<file path="src/rtl/dnn_pkg.sv">
// Shared FP16 types and constants for the inference-engine front end.
package dnn_pkg;

  typedef logic [15:0] fp16_t;

  localparam fp16_t       FP16_ONE      = 16'h3C00;
  localparam fp16_t       FP16_ZERO     = 16'h0000;
  localparam int unsigned FP16_EXP_BIAS = 15;

  typedef enum logic [1:0] {
    ST_IDLE,
    ST_PRESENT,
    ST_BUSY
  } stager_state_t;

endpackage

</file>
<file path="src/rtl/input_stager_if.sv">
// Sample stream plus engine-side vector handshake for input_stager.
interface input_stager_if
  import dnn_pkg::*;
#(
  parameter int unsigned NUMBER_INPUTS96 = 6
);

  logic                             s_valid96;
  logic [7:0]                       s_data96;
  logic                             s_last96;
  logic                             s_ready96;
  logic [1:0]                       loaded_in96;
  logic                             in_ready96;
  fp16_t [NUMBER_INPUTS96-1:0]      in_neuron_values96;
  logic                             frame_err96;

  modport slave (
    input  s_valid96, s_data96, s_last96, loaded_in96,
    output s_ready96, in_ready96, in_neuron_values96, frame_err96
  );

  modport master (
    output s_valid96, s_data96, s_last96, loaded_in96,
    input  s_ready96, in_ready96, in_neuron_values96, frame_err96
  );

endinterface

</file>
<file path="src/rtl/u8_to_fp16.sv">
// Exact combinational conversion of an 8-bit unsigned integer to IEEE-754 binary16.
module u8_to_fp16
  import dnn_pkg::*;
(
  input  logic [7:0] x,
  output fp16_t      y
);

  logic [2:0] msb;
  logic [9:0] mant;

  always_comb begin
    msb = '0;
    for (int unsigned i = 0; i < 8; i++) begin
      if (x[i]) msb = 3'(i);
    end
    // Shift the leading one up to bit 10 so it drops out as the hidden bit.
    mant = 10'(18'(x) << (4'd10 - 4'(msb)));
    if (x == '0) y = FP16_ZERO;
    else         y = {1'b0, 5'(FP16_EXP_BIAS + 32'(msb)), mant};
  end

endmodule

</file>
<file path="src/rtl/input_stager.sv">
// Assembles serial 8-bit samples into ping-pong FP16 vectors and offers them to the engine.
module input_stager
  import dnn_pkg::*;
#(
  parameter int unsigned NUMBER_INPUTS96 = 6
)
(
  input logic            clk96,
  input logic            rst96,
  input_stager_if.slave  bus
);

  localparam int unsigned    CW   = $clog2(NUMBER_INPUTS96);
  localparam logic [CW-1:0]  LAST = CW'(NUMBER_INPUTS96 - 1);

  fp16_t [1:0][NUMBER_INPUTS96-1:0] bank;
  fp16_t [NUMBER_INPUTS96-1:0]      values_q;
  logic  [1:0]                      full;
  logic  [1:0]                      full_set;
  logic  [1:0]                      full_clr;
  logic                             wr_bank;
  logic                             rd_bank;
  logic  [CW-1:0]                   cnt;
  logic                             in_ready_q;
  logic                             frame_err_q;
  fp16_t                            sample_fp;
  logic                             accept;
  logic                             last_slot;
  logic                             present_go;
  logic                             capture_go;
  stager_state_t                    state;
  stager_state_t                    state_next;

  u8_to_fp16 u_conv (
    .x (bus.s_data96),
    .y (sample_fp)
  );

  assign bus.s_ready96          = !rst96 && !full[wr_bank];
  assign accept                 = bus.s_valid96 && bus.s_ready96;
  assign last_slot              = (cnt == LAST);
  assign bus.in_ready96         = in_ready_q;
  assign bus.in_neuron_values96 = values_q;
  assign bus.frame_err96        = frame_err_q;

  always_ff @(posedge clk96) begin
    if (accept) bank[wr_bank][cnt] <= sample_fp;
  end

  // A bank completing and a bank being released on one edge touch different banks.
  always_comb begin
    full_set = '0;
    full_clr = '0;
    if (accept && last_slot) full_set[wr_bank] = 1'b1;
    if (capture_go)          full_clr[rd_bank] = 1'b1;
  end

  always_ff @(posedge clk96 or posedge rst96) begin
    if (rst96) begin
      cnt         <= '0;
      wr_bank     <= 1'b0;
      frame_err_q <= 1'b0;
      full        <= '0;
    end else begin
      frame_err_q <= 1'b0;
      full        <= (full | full_set) & ~full_clr;
      if (accept) begin
        if (last_slot) begin
          cnt         <= '0;
          wr_bank     <= ~wr_bank;
          frame_err_q <= !bus.s_last96;
        end else if (bus.s_last96) begin
          cnt         <= '0;
          frame_err_q <= 1'b1;
        end else begin
          cnt <= cnt + 1'b1;
        end
      end
    end
  end

  always_ff @(posedge clk96 or posedge rst96) begin
    if (rst96) state <= ST_IDLE;
    else       state <= state_next;
  end

  // BUSY waits for both engine layers so the hidden pass (2'b10) never re-captures.
  always_comb begin
    state_next = state;
    present_go = 1'b0;
    capture_go = 1'b0;
    case (state)
      ST_IDLE: begin
        if (full[rd_bank] && bus.loaded_in96 == 2'b00) begin
          present_go = 1'b1;
          state_next = ST_PRESENT;
        end
      end
      ST_PRESENT: begin
        if (bus.loaded_in96[0]) begin
          capture_go = 1'b1;
          state_next = ST_BUSY;
        end
      end
      ST_BUSY: begin
        if (bus.loaded_in96 == 2'b00) state_next = ST_IDLE;
      end
      default: state_next = ST_IDLE;
    endcase
  end

  always_ff @(posedge clk96 or posedge rst96) begin
    if (rst96) begin
      in_ready_q <= 1'b0;
      values_q   <= '0;
      rd_bank    <= 1'b0;
    end else begin
      if (present_go) begin
        in_ready_q <= 1'b1;
        values_q   <= bank[rd_bank];
      end else if (capture_go) begin
        in_ready_q <= 1'b0;
        rd_bank    <= ~rd_bank;
      end
    end
  end

endmodule

</file>
<file path="src/flat_wrapper.sv">
// flat-port wrapper written by rule: the top's interface ports become plain ports
module input_stager_flat import dnn_pkg::*;
#(
  parameter int unsigned NUMBER_INPUTS96 = 6
)
  (clk96, rst96, bus_s_valid96, bus_s_data96, bus_s_last96, bus_loaded_in96, bus_s_ready96, bus_in_ready96, bus_in_neuron_values96, bus_frame_err96);
  input_stager_if #(.NUMBER_INPUTS96(NUMBER_INPUTS96)) bus_i ();
  input logic clk96;
  input logic rst96;
  input wire logic [$bits(bus_i.s_valid96)-1:0] bus_s_valid96;
  input wire logic [$bits(bus_i.s_data96)-1:0] bus_s_data96;
  input wire logic [$bits(bus_i.s_last96)-1:0] bus_s_last96;
  input wire logic [$bits(bus_i.loaded_in96)-1:0] bus_loaded_in96;
  output wire logic [$bits(bus_i.s_ready96)-1:0] bus_s_ready96;
  output wire logic [$bits(bus_i.in_ready96)-1:0] bus_in_ready96;
  output wire logic [$bits(bus_i.in_neuron_values96)-1:0] bus_in_neuron_values96;
  output wire logic [$bits(bus_i.frame_err96)-1:0] bus_frame_err96;
  assign bus_i.s_valid96 = bus_s_valid96;
  assign bus_i.s_data96 = bus_s_data96;
  assign bus_i.s_last96 = bus_s_last96;
  assign bus_i.loaded_in96 = bus_loaded_in96;
  assign bus_s_ready96 = bus_i.s_ready96;
  assign bus_in_ready96 = bus_i.in_ready96;
  assign bus_in_neuron_values96 = bus_i.in_neuron_values96;
  assign bus_frame_err96 = bus_i.frame_err96;
  input_stager #(.NUMBER_INPUTS96(NUMBER_INPUTS96)) u_core (.clk96(clk96), .rst96(rst96), .bus(bus_i));
endmodule
</file>
<file path="config.mk">
export PLATFORM = sky130hd
export DESIGN_NAME = input_stager_flat
export DESIGN_NICKNAME = d
export VERILOG_FILES = /design/src/rtl/dnn_pkg.sv /design/src/rtl/input_stager_if.sv /design/src/rtl/u8_to_fp16.sv /design/src/rtl/input_stager.sv /design/src/flat_wrapper.sv
export SDC_FILE = /design/constraint.sdc
export NUM_CORES = 1
export LEC_CHECK = 0
export BUFFER_PORTS_ARGS = -buffer_cell sky130_fd_sc_hd__buf_4
export CELL_PAD_IN_SITES_DETAIL_PLACEMENT = 1
export CELL_PAD_IN_SITES_GLOBAL_PLACEMENT = 2
export CORE_MARGIN = 4
export CORE_UTILIZATION = 44
export CTS_CLUSTER_DIAMETER = 80
export DETAILED_ROUTE_END_ITERATION = 10
export MAX_ROUTING_LAYER = met4
export PLACE_DENSITY_LB_ADDON = 0.12
export SLEW_MARGIN = 5
export SYNTH_ARGS = -nofsm -noshare
export SYNTH_HDL_FRONTEND = slang
export SYNTH_HIERARCHICAL = 1
export SYNTH_SLANG_ARGS = --single-unit
</file>
<file path="constraint.sdc">
create_clock -name clk96 -period 4.1 [get_ports clk96]
set_input_delay 0.82 -clock clk96 [delete_from_list [all_inputs] [get_ports clk96]]
set_output_delay 0.82 -clock clk96 [all_outputs]
set_load 0.05 [all_outputs]
</file>
== Yosys cells after proc, flatten, opt, wreduce, memory -nomap -nowiden ==
Index checks and enable logic that the tools add are counted.
Widths: inputs -> output; s select.
Storage, ports and cells
  word-level logic and storage cells: 104
  flip-flop bits (word level): 299
  output and inout bits: 99
  bits of input ports: 14
Operators by class
  order comparisons: 6
  mux-type cells: 40
  add/subtract/negate cells: 3
  bitwise operators: 6
  equal/unequal tests: 6
  shift operators: 1
  reduce and logical (&&, ||, !) cells: 17
Operators by type and width (number)
  $mux 96: 3
  $bwmux 192: 1
  $demux 96 s1: 1
  $demux 16 s3: 1
  $mux 3: 8
  $mux 1: 16
  $mux 16: 1
  $mux 15: 1
  $mux 2: 5
  $shl 8x4->10: 1
  $logic_not 8->1: 1
  $logic_and 1x1->1: 7
  $pmux 2 s3: 1
  $add 4x3->5 const A: 1
  $logic_not 2->1: 2
  $lt 1x2->1 const B: 2
  $lt 3x4->1 const B: 1
  $ne 2x1->1 const B: 2
  $reduce_and 2->1: 2
  $sub 4x3->4 const A: 1
  $add 3x1->3 const B: 1
  $eq 3x3->1 const B: 1
  $ge 3x1->1 const B: 1
  $logic_not 1->1: 3
  other kinds (11): 15

== Depth between registers and ports, before layout ==
  depth in word-level cells: 11
  mapped depth: 11
  depth with buffers taken out: 9

== Hierarchy ==
Netlist, hierarchy kept.
Modules (own cells, without submodules)
  input_stager: area an instance 11106.9 um^2, times used 1, sequential area each 8443.1 um^2, cells an instance 573
  u8_to_fp16: area an instance 696.9 um^2, times used 1, sequential area each 0.0 um^2, cells an instance 116

== Worst setup path after synthesis ==
No wires, ideal clock.
  path kind: input -> register
  start: input rst96
  end: register u_core/bank[0] (netlist bit) (enable)
  arrival time: 3.236 ns
  slack: 0.434 ns
  setup time: 0.430 ns
  stages on the path: 3
  path buffers: 1
  data required time: 3.670 ns
  cell sequence: or4b_2 clkbuf_1 nor4_1
On the way
  word-level cells in the longest chain between the ends: 3
Ends and longest elaborated chain
  start: declaration: RTL line flat_wrapper.sv:9  | input logic rst96;
  $logic_not 1->1: RTL line input_stager.sv:39  | assign bus.s_ready96 = !rst96 && !full[wr_bank];
  $logic_and 1x1->1: RTL line input_stager.sv:39
  $logic_and 1x1->1: RTL line input_stager.sv:40  | assign accept = bus.s_valid96 && bus.s_ready96;
  end signal: indexed assignment: RTL line input_stager.sv:47  | if (accept) bank[wr_bank][cnt] <= sample_fp;
  end: declaration: RTL line input_stager.sv:16  | fp16_t [1:0][NUMBER_INPUTS96-1:0] bank;
No other way between the ends.
A chain may end at the register's enable or synchronous reset.

== Final worst setup path ==
  start: input bus_s_data96[1]
  end: register u_core/bank[89] (netlist bit), data pin
On the way
  word-level cells in the longest chain between the ends: 11
  elaborated cells between the ends (all ways): 12
  classes of those cells: 1 x add/sub; 1 x shift; 9 x mux; 1 x reduce/logical
Ends and longest elaborated chain
  start: declaration: RTL line flat_wrapper.sv:11  | input wire logic [$bits(bus_i.s_data96)-1:0] bus_s_data96;
  $mux 1: RTL line u8_to_fp16.sv:15  | if (x[i]) msb = 3'(i);
  $mux 3 (6 in series): RTL line u8_to_fp16.sv:15
  $sub 4x3->4: RTL line u8_to_fp16.sv:18  | mant = 10'(18'(x) << (4'd10 - 4'(msb)));
  $shl 8x4->10: RTL line u8_to_fp16.sv:18
  $mux 15 *: RTL line u8_to_fp16.sv:19  | if (x == '0) y = FP16_ZERO;
  via u_core.sample_fp[9]: RTL line input_stager.sv:26  | fp16_t sample_fp;
  $bwmux 192 *: RTL line input_stager.sv:47
The timed path passes the listed nets; every way through them passes the cells marked *.

==> metrics.txt <==
# TYPE chip_impl_metric gauge
chip_impl_metric{name="fin_setup_tns",unit="ns"} 0
chip_impl_metric{name="num_io_pins",unit=""} 113
chip_impl_metric{name="antenna_found_initial",unit=""} 1
chip_impl_metric{name="cts-root-to-sink-buffers",unit=""} 3
chip_impl_metric{name="clkTransAtPathRegs",unit="ns"} 0.06
chip_impl_metric{name="yosysWarningCount",unit=""} 6
chip_impl_info{name="worstReg2RegStart",value="u_core/cnt[1]"} 1
chip_impl_metric{name="setup.reg_to_reg.worst_slack",unit="ns"} 1.96
chip_impl_metric{name="via_per_inst",unit=""} 5.31
chip_impl_metric{name="initial_core_util",unit="%"} 45.0
chip_impl_metric{name="irDropWorstVdd",unit="uV"} 445
chip_impl_metric{name="route.antenna.remaining_nets",unit=""} 0
chip_impl_metric{name="numPortBuffers",unit=""} 112
chip_impl_metric{name="clock.fmax",unit="GHz"} 0.290
chip_impl_metric{name="route.detailed.wl_per_inst",unit="microns"} 23.5
chip_impl_metric{name="power.share.clock",unit="%"} 25.3
chip_impl_info{name="type_of_the_tightest_min_delay_check",value="reg2reg"} 1
chip_impl_metric{name="max-slew-margin-rel",unit="%"} 37.6
chip_impl_metric{name="postCtsResizedCells",unit=""} 0
chip_impl_metric{name="reg2reg_depth",unit=""} 4
chip_impl_info{name="crit_path_start_kind",value="input port"} 1
chip_impl_info{name="synth.largest_area_cell",value="sky130_fd_sc_hd__edfxtp_1"} 1
chip_impl_metric{name="grt_pass1_wl",unit="microns"} 42900
chip_impl_metric{name="detailroute.via_count",unit=""} 6332
chip_impl_info{name="run_status",value="finished clean"} 1
chip_impl_metric{name="yosysTopAreaCellShare",unit="%"} 48.8
chip_impl_info{name="netlist_top_cells_count",value="sky130_fd_sc_hd__edfxtp_1, sky130_fd_sc_hd__mux2_2, sky130_fd_sc_hd__dfrtp_1"} 1
chip_impl_metric{name="seq_area",unit="sq um"} 8450
chip_impl_metric{name="grt_start_max_net_pins",unit=""} 83
chip_impl_metric{name="syn_nets",unit=""} 708
chip_impl_metric{name="clk_latency",unit="ns"} 0.54
chip_impl_info{name="critical_path_class",value="in2reg"} 1
chip_impl_info{name="top_cells_by_area_synth",value="sky130_fd_sc_hd__edfxtp_1, sky130_fd_sc_hd__dfrtp_1, sky130_fd_sc_hd__mux2_2"} 1
chip_impl_metric{name="finalCriticalPeriod",unit="ns"} 3.45
chip_impl_metric{name="pwr_density_cell",unit="nW/um^2"} 780
chip_impl_metric{name="share_comb_of_total_power",unit="%"} 36.6
chip_impl_metric{name="post_cts_buffers",unit=""} 0
chip_impl_metric{name="yosys.cell_types.count",unit=""} 57
chip_impl_metric{name="timing.critical_path.fanout_max",unit=""} 16
chip_impl_metric{name="grt-ovfl-total",unit=""} 0
chip_impl_metric{name="drt_drc_violations_left",unit=""} 0
chip_impl_metric{name="total_internal_power",unit="uW"} 6980
chip_impl_metric{name="gp_congestion",unit=""} 0.767
chip_impl_metric{name="finalMaxSlewViolations",unit=""} 0
chip_impl_metric{name="proportion_of_layout_cells_with_a_drive_suffix_above_1",unit="%"} 46.7
chip_impl_metric{name="power_frac_seq",unit="%"} 38.1
chip_impl_metric{name="p_sw_share",unit="%"} 37.3
chip_impl_metric{name="layout-area-overhead-vs-synth",unit="%"} 20.8
chip_impl_metric{name="setup_violations",unit=""} 0
chip_impl_metric{name="die-area",unit="sq um"} 29500
chip_impl_info{name="timing.rr.end",value="u_core/bank[138]"} 1
chip_impl_metric{name="dp_hpwl",unit="microns"} 18800
chip_impl_metric{name="width_of_the_chip",unit="microns"} 172
chip_impl_metric{name="ys_seq_elements",unit=""} 299
chip_impl_metric{name="synth_enable_flop_cells",unit=""} 192
chip_impl_metric{name="power.switching",unit="uW"} 4150
chip_impl_metric{name="share_of_async_settable_or_async_resettable_flops_after_synthesis",unit="%"} 35.8
chip_impl_metric{name="tightest_slew",unit="ns"} 0.935
chip_impl_metric{name="rows",unit=""} 59
chip_impl_metric{name="timing.final.hold_violations",unit=""} 0
chip_impl_info{name="clock_tree_from_tritoncts",value="built"} 1
chip_impl_metric{name="yosysSeqAreaShare",unit="%"} 71.5
chip_impl_metric{name="avgSynthCellArea",unit="sq um"} 17.1
chip_impl_info{name="timing.critical_path.to_type",value="register"} 1
chip_impl_metric{name="vertical_extent_of_the_die",unit="microns"} 172
chip_impl_metric{name="final_util",unit="%"} 54.4
chip_impl_metric{name="netlist_instances",unit=""} 689
chip_impl_metric{name="layout_worst_path_cycle_share",unit="%"} 84.1
chip_impl_metric{name="cts-buffers-inserted",unit=""} 31
chip_impl_metric{name="worst-endpoint-required",unit="ns"} 4.30
chip_impl_metric{name="grt_pass1_vias",unit=""} 6903
chip_impl_metric{name="cts_hold_buf",unit=""} 0
chip_impl_info{name="worstHoldEndpoint",value="u_core/bus.in_neuron_values96[45]"} 1
chip_impl_metric{name="max_cap_viol_count",unit=""} 0
chip_impl_info{name="hold_start",value="u_core/bus.in_neuron_values96[45]"} 1
chip_impl_metric{name="final_nets",unit=""} 851
chip_impl_metric{name="fp.coreArea",unit="sq um"} 26200
chip_impl_info{name="ctsRootBufferMaster",value="sky130_fd_sc_hd__clkbuf_16"} 1
chip_impl_metric{name="crit_arrival",unit="ns"} 3.65
chip_impl_metric{name="cts.htree.levels",unit=""} 1
chip_impl_metric{name="whs_path_depth",unit=""} 1
chip_impl_metric{name="first_pass_iters",unit=""} 6
chip_impl_metric{name="fillerInstances",unit=""} 2418
chip_impl_metric{name="cellLeakagePower",unit="uW"} 0.00551
chip_impl_info{name="yosysMostFrequentCell",value="sky130_fd_sc_hd__edfxtp_1"} 1
chip_impl_metric{name="multi_input_area",unit="sq um"} 3180
chip_impl_metric{name="clock_skew",unit="ns"} 0.0184
chip_impl_metric{name="syn_area",unit="sq um"} 11800
chip_impl_metric{name="drt-total-wl",unit="microns"} 28000
chip_impl_metric{name="detail_route.iter0.violations",unit=""} 449
chip_impl_metric{name="tritoncts_num_sinks",unit=""} 299
chip_impl_metric{name="grt_use_total",unit="%"} 19.8
chip_impl_info{name="prevailing_post_synth_register_cell",value="sky130_fd_sc_hd__edfxtp_1"} 1
chip_impl_info{name="setup_repair_after_global_routing_missed_its_margin",value="no"} 1
==> logic make-up after synthesis <==
kind of cell | count (synthesis) | synth area share (%)
simple gates | 81 | 3.43
compound gates | 55 | 3.22
xor+xnor | 4 | 0.456
other cells | 1 | 0.0318
mux | 197 | 18.8
flops | 299 | 71.5
buf+inv | 47 | 2.02
fa+ha+maj | 5 | 0.530
==> final cells by class <==
type                       instances  share of cell area [%]
sequential                       299                    59.2
clock inverter                    21                    1.60
timing repair buffer             144                    7.85
antenna                            1                  0.0176
inverter                          13                   0.360
tap                              335                    2.94
clock buffer                      36                    5.71
multi-input combinational        343                    22.3
==> state kept, by name (all words and copies together) (netlist names) <==
register and cells:
u_core/bus.frame_err96 1, u_core/state 2, u_core/full 2, u_core/rd_bank 1, u_core/bank 192, u_core/wr_bank 1
u_core/cnt 3, u_core/bus.in_ready96 1, u_core/bus.in_neuron_values96 96
==> power by group through the flow <==
stage	Combinational (uW)	Clock [uW]	Sequential, uW
after CTS	4140	2890	4250
after global routing	4290	3040	4310
after global placement	4080	0	4270
after floorplan	1310	0	5750
final	4070	2820	4240
after detailed placement	4120	0	4300
==> routing by layer <==
layer	global-route usage (%)	wire (microns)	part of all wire, %	vias up
met4	3.49	283	1.0	0
met5	-	0	0	-
met1	26.4	12300	44	3283
met2	33.5	14200	51	154
li1	-	-	-	2872
met3	2.53	1220	4.4	23
==> stage by stage <==
stage | hold WS (ns) | setup slack [ns] | instance area [sq um] | instances | total power, uW
after floorplan | 0.481 | 0.434 | 11800 | 689 | 7060
after global placement | 0.472 | 0.241 | 13200 | 1134 | 8350
after detailed placement | 0.479 | 0.154 | 13200 | 1134 | 8420
after CTS | 0.476 | 0.703 | 14300 | 1191 | 11300
after global routing | 0.479 | 0.450 | 14300 | 1191 | 11600
final | 0.490 | 0.653 | 14300 | 1192 | 11100
==> how the worst max path moves through the flow <==
stage | from | to | slack, ns | cells after the start
final | bus_s_data96[1] | u_core/bank[89] | 0.65 | 10
after global routing | bus_s_data96[7] | u_core/bank[89] | 0.45 | 9
after CTS | bus_s_data96[7] | u_core/bank[185] | 0.70 | 9
after detailed placement | bus_s_data96[7] | u_core/bank[9] | 0.15 | 9
after global placement | bus_s_data96[7] | u_core/bank[25] | 0.24 | 9
after floorplan | rst96 | u_core/bank[0] | 0.43 | 3
==> layout by cell type, fill, tap and decap left out, types with 5 or more instances in the layout <==
master,n
sky130_fd_sc_hd__clkbuf_16,31
sky130_fd_sc_hd__nor3_1,5
sky130_fd_sc_hd__ha_1,5
sky130_fd_sc_hd__nand2_1,16
sky130_fd_sc_hd__edfxtp_1,192
sky130_fd_sc_hd__clkinv_2,11
sky130_fd_sc_hd__nor2_1,26
sky130_fd_sc_hd__buf_4,141
sky130_fd_sc_hd__dfrtp_1,106
sky130_fd_sc_hd__mux2_2,179
sky130_fd_sc_hd__inv_1,12
sky130_fd_sc_hd__o21ai_0,10
sky130_fd_sc_hd__a21oi_1,13
sky130_fd_sc_hd__mux2_1,16
==> worst max-delay path, cell delays in order <==
cell                       delay (ns)
sky130_fd_sc_hd__buf_4           0.13
sky130_fd_sc_hd__nor2b_1         0.13
sky130_fd_sc_hd__o21ai_0         0.29
sky130_fd_sc_hd__a21bo_2         0.27
sky130_fd_sc_hd__ha_1            0.44
sky130_fd_sc_hd__inv_1           0.32
sky130_fd_sc_hd__a221oi_1        0.15
sky130_fd_sc_hd__a21oi_1         0.21
sky130_fd_sc_hd__a21oi_1         0.10
sky130_fd_sc_hd__a22oi_1         0.77
(Power assumes the default switching activity.)
